<file path="src/rtl/serdes_pkg.sv">
`default_nettype none
// ============================================================================
// Module      : serdes_pkg
// Description : Shared definitions for the serializer/deserializer pair.
//               The FSM state encodings are shared with the receiver side.
// Revision    : 1.0 - initial release
// ============================================================================
package serdes_pkg;

    typedef logic [0:0] state_t;

    localparam state_t c_ST_IDLE  = 1'b0;
    localparam state_t c_ST_SHIFT = 1'b1;

endpackage : serdes_pkg
`default_nettype wire

</file>
<file path="src/rtl/piso_serializer.sv">
`default_nettype none
// ============================================================================
// Module      : piso_serializer
// Description : Parallel-in serial-out shifter. It sends the word MSB first
//               and advances one bit per shift strobe.
// Revision    : 1.0 - initial release
// ============================================================================
module piso_serializer
    import serdes_pkg::*;
#(
    parameter int SIZE = 256
) (
    input  logic            clk,
    input  logic            reset,
    input  logic            load_valid,
    output logic            load_ready,
    input  logic [SIZE-1:0] p_in,
    input  logic            shift,
    output logic            s_out,
    output logic            s_valid,
    output logic            done
);

    localparam int c_CNT_W = $clog2(SIZE + 1);

    state_t              r_state;
    state_t              w_state_nxt;
    logic [SIZE-1:0]     r_shreg;
    logic [SIZE-1:0]     w_shreg_nxt;
    logic [c_CNT_W-1:0]  r_cnt;
    logic [c_CNT_W-1:0]  w_cnt_nxt;
    logic                r_done;
    logic                w_done_nxt;

    always_ff @(posedge clk or posedge reset) begin
        if (reset) begin
            r_state <= c_ST_IDLE;
            r_shreg <= '0;
            r_cnt   <= '0;
            r_done  <= 1'b0;
        end else begin
            r_state <= w_state_nxt;
            r_shreg <= w_shreg_nxt;
            r_cnt   <= w_cnt_nxt;
            r_done  <= w_done_nxt;
        end
    end

    always_comb begin
        w_state_nxt = r_state;
        w_shreg_nxt = r_shreg;
        w_cnt_nxt   = r_cnt;
        w_done_nxt  = 1'b0;
        case (r_state)
            c_ST_IDLE: begin
                if (load_valid) begin
                    w_state_nxt = c_ST_SHIFT;
                    w_shreg_nxt = p_in;
                    w_cnt_nxt   = c_CNT_W'(SIZE);
                end
            end
            c_ST_SHIFT: begin
                if (shift) begin
                    w_shreg_nxt = {r_shreg[SIZE-2:0], 1'b0};
                    w_cnt_nxt   = r_cnt - c_CNT_W'(1);
                    // Last bit consumed: the register has been fully shifted
                    // out, so s_out returns to 0 in IDLE without extra gating.
                    if (r_cnt == c_CNT_W'(1)) begin
                        w_state_nxt = c_ST_IDLE;
                        w_done_nxt  = 1'b1;
                    end
                end
            end
            default: begin
                w_state_nxt = c_ST_IDLE;
            end
        endcase
    end

    assign load_ready = (r_state == c_ST_IDLE);
    assign s_valid    = (r_state == c_ST_SHIFT);
    assign s_out      = r_shreg[SIZE-1];
    assign done       = r_done;

endmodule : piso_serializer
`default_nettype wire

</file>
<file path="config.mk">
export PLATFORM = sky130hd
export DESIGN_NAME = piso_serializer
export DESIGN_NICKNAME = d
export VERILOG_FILES = /design/src/rtl/serdes_pkg.sv /design/src/rtl/piso_serializer.sv
export SDC_FILE = /design/constraint.sdc
export NUM_CORES = 1
export LEC_CHECK = 0
export ABC_CLOCK_PERIOD_IN_PS = 10050
export CAP_MARGIN = 20
export CORE_MARGIN = 10
export CORE_UTILIZATION = 30
export CTS_CLUSTER_SIZE = 30
export DETAILED_ROUTE_END_ITERATION = 6
export GPL_ROUTABILITY_DRIVEN = 0
export PLACE_DENSITY = 0.61
export RECOVER_POWER = 25
export SYNTH_ARGS = -nofsm -noshare
export SYNTH_HDL_FRONTEND = slang
export SYNTH_SLANG_ARGS = --single-unit
</file>
<file path="constraint.sdc">
create_clock -name clk -period 10.05 [get_ports clk]
set_clock_uncertainty 0.15 [all_clocks]
set_input_delay 2.01 -clock clk [delete_from_list [all_inputs] [get_ports clk]]
set_output_delay 2.01 -clock clk [all_outputs]
set_load 0.01 [all_outputs]
</file>
==> results.txt <==
----------------------------------------------------
[Run status]
  Status ... complete, but fails checks
  Violated checks ... capacitance limit, slew limit

[Critical path]
  Worst endpoint data arrival time ... 6.93 ns
  Worst path cell trace ... buf_4 -> clkbuf_1 -> nand3_1 -> o311ai_0 -> o41ai_1
  CP max FO ... 63
  Worst-case register-to-register setup slack ... 3.35 ns
  Worst path depth ... 5
  Capture point of the critical path ... r_cnt[4]
  Family of cells with the greatest summed delay on the critical path ... buffers and inverters
  Critical path required time ... 10.28 ns
  R2R depth ... 5
  Number of buffer and inverter instances along the worst setup path ... 2
  Startpoint of the worst-slack reg-to-reg timing path ... s_valid
  Worst stage delay on the critical path ... around 2.9 ns
  Cell at the slowest stage of the critical path ... sky130_fd_sc_hd__clkbuf_1
  Startpoint-to-endpoint class of the critical path ... reg2reg
  Worst Setup Start Kind ... flip-flop
  Endpoint kind of the worst setup timing path ... flip-flop
  Startpoint of the worst setup timing path ... s_valid
  Reg-to-Reg End ... r_cnt[4]

[Drt]
  Final routed DRC violation total ... 0
  Detailed-route vias per instance ... 4.51
  DR WL/cell ... 15.7 um
  Wl on met1 ... 13.9 mm
  Met3 wirelength from detailed routing ... roughly 1.4 mm
  Via count ... between 8000 and 9000
  Sum of met2 wire segment lengths after detailed routing ... 14.5 mm
  First-pass iteration count of the detailed router ... 4
  Iter 0 DRT Violations ... 519
  DR top layer ... met4
  Number of routed nets with antenna violations ... 0
  Wirelength, routed ... slightly above 30 mm

[Synth]
  Number of enable flip-flop cells after synthesis ... 0
  Netlist area before placement ... 12300 um^2
  Sequential-to-total area share from yosys stat ... 54.5%
  Post-Syn Nets ... 1432
  Async SR Flop Fraction ... 100%
  Synth warnings ... 0
  Most used flip-flop cell after synthesis ... sky130_fd_sc_hd__dfrtp_1
  Synth Area per Inst ... 10.5 um^2
  Unique cell type count in the Yosys netlist ... 36
  Number of cells produced by synthesis ... 1170
  Yosys reg bits ... 267

[Clock tree]
  Cts repair resizes ... 0
  Clock transition at the register clock pins on the worst setup and hold paths after CTS ... 0.06 ns
  Worst skew pair latency ... 0.52 ns
  Clock buffer count from CTS ... 34
  H-tree levels ... 2
  Sink Count ... 267
  Clock tree root buffer cell ... sky130_fd_sc_hd__clkbuf_16
  Number of setup buffers added after CTS ... 0
  CTS tree ... built
  Bufs on Longest Clock Path ... 3
  Hold Buf Count CTS ... 0

[Power and ir drop]
  Switching power ... 0.00103 W
  Final total power ... about 0.0037 W
  Peak supply drop ... 0.101 mV
  Switching fraction of total power ... 27.9%
  Cell Pwr Density ... 225 nW/um^2
  Part of the power in combinational logic ... between 20% and 30%
  Fraction of power consumed by the clock network ... 34.2%
  P_leak ... 8.46 nW
  Power share of the sequential group ... 45.6%
  Internal Dissipation ... ~0.0027 W

[STA]
  Slew at the pin closest to its max-slew limit ... around 4 ns
  Final critical delay including setup and external delays ... 6.70 ns
  Achievable clock frequency ... 149 MHz
  Total count of max-transition violations in the final report ... 91
  Number of failing hold endpoints at the final stage ... 0
  Final worst-path cycle share ... between 60 and 70%
  Total negative slack ... 0 ns
  Setup violation total in the final timing report ... 0
  Max-slew headroom at the worst pin ... -168%
  Unrepaired setup endpoints after global routing ... false

[Global routing]
  Maximum number of pins on one net before global-route repair ... 274
  Grt total ovfl ... 0
  Via count of the first global-routing pass ... just over 9000
  Initial antenna violation count ... 3
  Wire length of the first global-routing pass ... 50.2 mm
  Total routing resource utilization after global routing ... between 10% and 20%

[Place]
  Port Buffers ... around 260
  Total half-perimeter wirelength after legalization and detailed placement ... ~21 mm

[Final layout]
  Share of post-route cells with drive strength above 1 ... 4.81%
  Nets ... 1651
  Area delta synth->final ... 34.1%

[Floorplanning]
  Area of the die ... 49400 um^2
  Vertical extent of the die ... between 200 and 250 um
  Count of boundary I/O pins ... 264
  Die width ... 222 um
  Effective utilization at floorplan ... 30.2%
  FP Rows ... 74
  Area of the core ... between 40000 and 50000 um^2

[Run]
  Max cap viols ... 2

[Hold path]
  Type of the most critical hold path ... reg2reg

----------------------------------------------------
==> area by class of cell <==
cell class	count	area [um^2]
antenna	3	7.51
clock buffer	51	1060
clock inverter	9	126
fill	3951	24200
inverter	4	22.5
multi-input combinational	809	5110
sequential	267	6680
tap	532	666
timing repair buffer	273	2770
==> cell usage in the layout (no fill, tap or decap), types with 2 or more instances in the layout <==
cell type                         count
sky130_fd_sc_hd__buf_12               2
sky130_fd_sc_hd__buf_16               2
sky130_fd_sc_hd__buf_4                5
sky130_fd_sc_hd__bufinv_16            3
sky130_fd_sc_hd__clkbuf_1             7
sky130_fd_sc_hd__clkbuf_16           37
sky130_fd_sc_hd__clkbuf_8             8
sky130_fd_sc_hd__clkdlybuf4s50_1    261
sky130_fd_sc_hd__clkinv_2             4
sky130_fd_sc_hd__dfrtp_1            267
sky130_fd_sc_hd__diode_2              3
sky130_fd_sc_hd__dlygate4sd3_1        2
sky130_fd_sc_hd__ha_1                 2
sky130_fd_sc_hd__inv_1                3
sky130_fd_sc_hd__mux2i_1            257
sky130_fd_sc_hd__nand2_1            263
sky130_fd_sc_hd__nor2_1               3
sky130_fd_sc_hd__nor4_1               2
sky130_fd_sc_hd__o211ai_1             2
sky130_fd_sc_hd__o21ai_0            193
sky130_fd_sc_hd__o21ai_1             63
sky130_fd_sc_hd__o22ai_1              3
sky130_fd_sc_hd__o31ai_1              3
sky130_fd_sc_hd__xor2_1               2
==> worst register-to-register path, delay by kind of cell, from the launching register on <==
family                 cells  cell delay, ns
AOI/OAI and AO/OA          2            0.70
buffers and inverters      2            3.63
DFF                        1            1.44
and+or+nand+nor            1            0.64
==> flip-flops by register name (all words and copies together), names as in the netlist <==
signal / count
r_cnt: 9
s_valid: 1
done: 1
r_shreg: 256
==> per-layer routing <==
| metal | global-route usage, % | up-vias |
|---|---|---|
| met5 | 0 | - |
| met4 | 4.78 | 0 |
| met3 | 2.72 | 41 |
| met2 | 19.5 | 164 |
| met1 | 16.0 | 4112 |
| li1 | - | 4475 |
==> synth_stat cells, types with 2 or more instances <==
library cell	number	area share, %
sky130_fd_sc_hd__o22ai_1	3	0.15
sky130_fd_sc_hd__nand2_1	263	8.1
sky130_fd_sc_hd__o21ai_0	193	7.9
sky130_fd_sc_hd__clkbuf_1	22	0.67
sky130_fd_sc_hd__buf_4	3	0.18
sky130_fd_sc_hd__buf_2	58	2.4
sky130_fd_sc_hd__buf_6	2	0.18
sky130_fd_sc_hd__dfrtp_1	267	54
sky130_fd_sc_hd__ha_1	2	0.20
sky130_fd_sc_hd__o31ai_1	3	0.18
sky130_fd_sc_hd__buf_1	4	0.12
sky130_fd_sc_hd__o21ai_1	63	2.6
sky130_fd_sc_hd__nor2_1	3	0.092
sky130_fd_sc_hd__inv_1	4	0.12
sky130_fd_sc_hd__mux2i_1	257	21
sky130_fd_sc_hd__xor2_1	2	0.14
sky130_fd_sc_hd__o211ai_1	2	0.12
==> power by group through the flow <==
stage          Sequential (W)  Clock (W)  Combinational (W)
6_report              0.00169    0.00127           0.000747
5_1_grt               0.00175    0.00136           0.000876
4_1_cts               0.00170    0.00132           0.000758
3_5_place_dp          0.00171          0           0.000758
3_3_place_gp          0.00170          0           0.000724
2_1_floorplan         0.00165          0           0.000562
==> logic make-up (layout without fill, tap and decap cells) <==
| group | count (synthesis) | count (layout) | share of synthesized area (%) |
|---|---|---|---|
| AND/OR/NAND/NOR | 279 | 279 | 9.14 |
| multiplexers | 258 | 258 | 21.2 |
| other | 0 | 3 | 0 |
| flip-flops | 267 | 267 | 54.5 |
| XOR/XNOR | 2 | 2 | 0.143 |
| buffers and inverters | 94 | 337 | 3.69 |
| adder cells (fa/ha/maj) | 2 | 2 | 0.204 |
| AO/OA/AOI/OAI | 268 | 268 | 11.2 |
==> metrics by stage <==
step | cell area, um^2 | setup slack, ns | instances | utilization [%] | hold WS, ns
floorplan | 12300 | 0.536 | 1170 | - | 0.290
global placement | 15200 | 4.93 | 1883 | 37.4 | 0.308
detailed placement | 15200 | 4.79 | 1883 | 37.4 | 0.320
CTS | 16400 | 4.68 | 1943 | 40.4 | 0.332
global route | 16400 | 2.68 | 1947 | 40.4 | 0.348
finish | 16400 | 3.35 | 1948 | 40.5 | 0.325
==> worst min-delay path by stage <==
stage / from / to / slack [ns] / cells after the start
after floorplan: r_cnt[7] / r_cnt[7] / 0.29 / 1
after global placement: r_cnt[7] / r_cnt[7] / 0.31 / 1
after detailed placement: r_shreg[91] / r_shreg[91] / 0.32 / 2
after CTS: r_shreg[91] / r_shreg[91] / 0.33 / 2
after global routing: r_shreg[185] / r_shreg[185] / 0.35 / 2
final: r_shreg[76] / r_shreg[76] / 0.32 / 2
No activity file was read; power rests on OpenSTA's default activity.
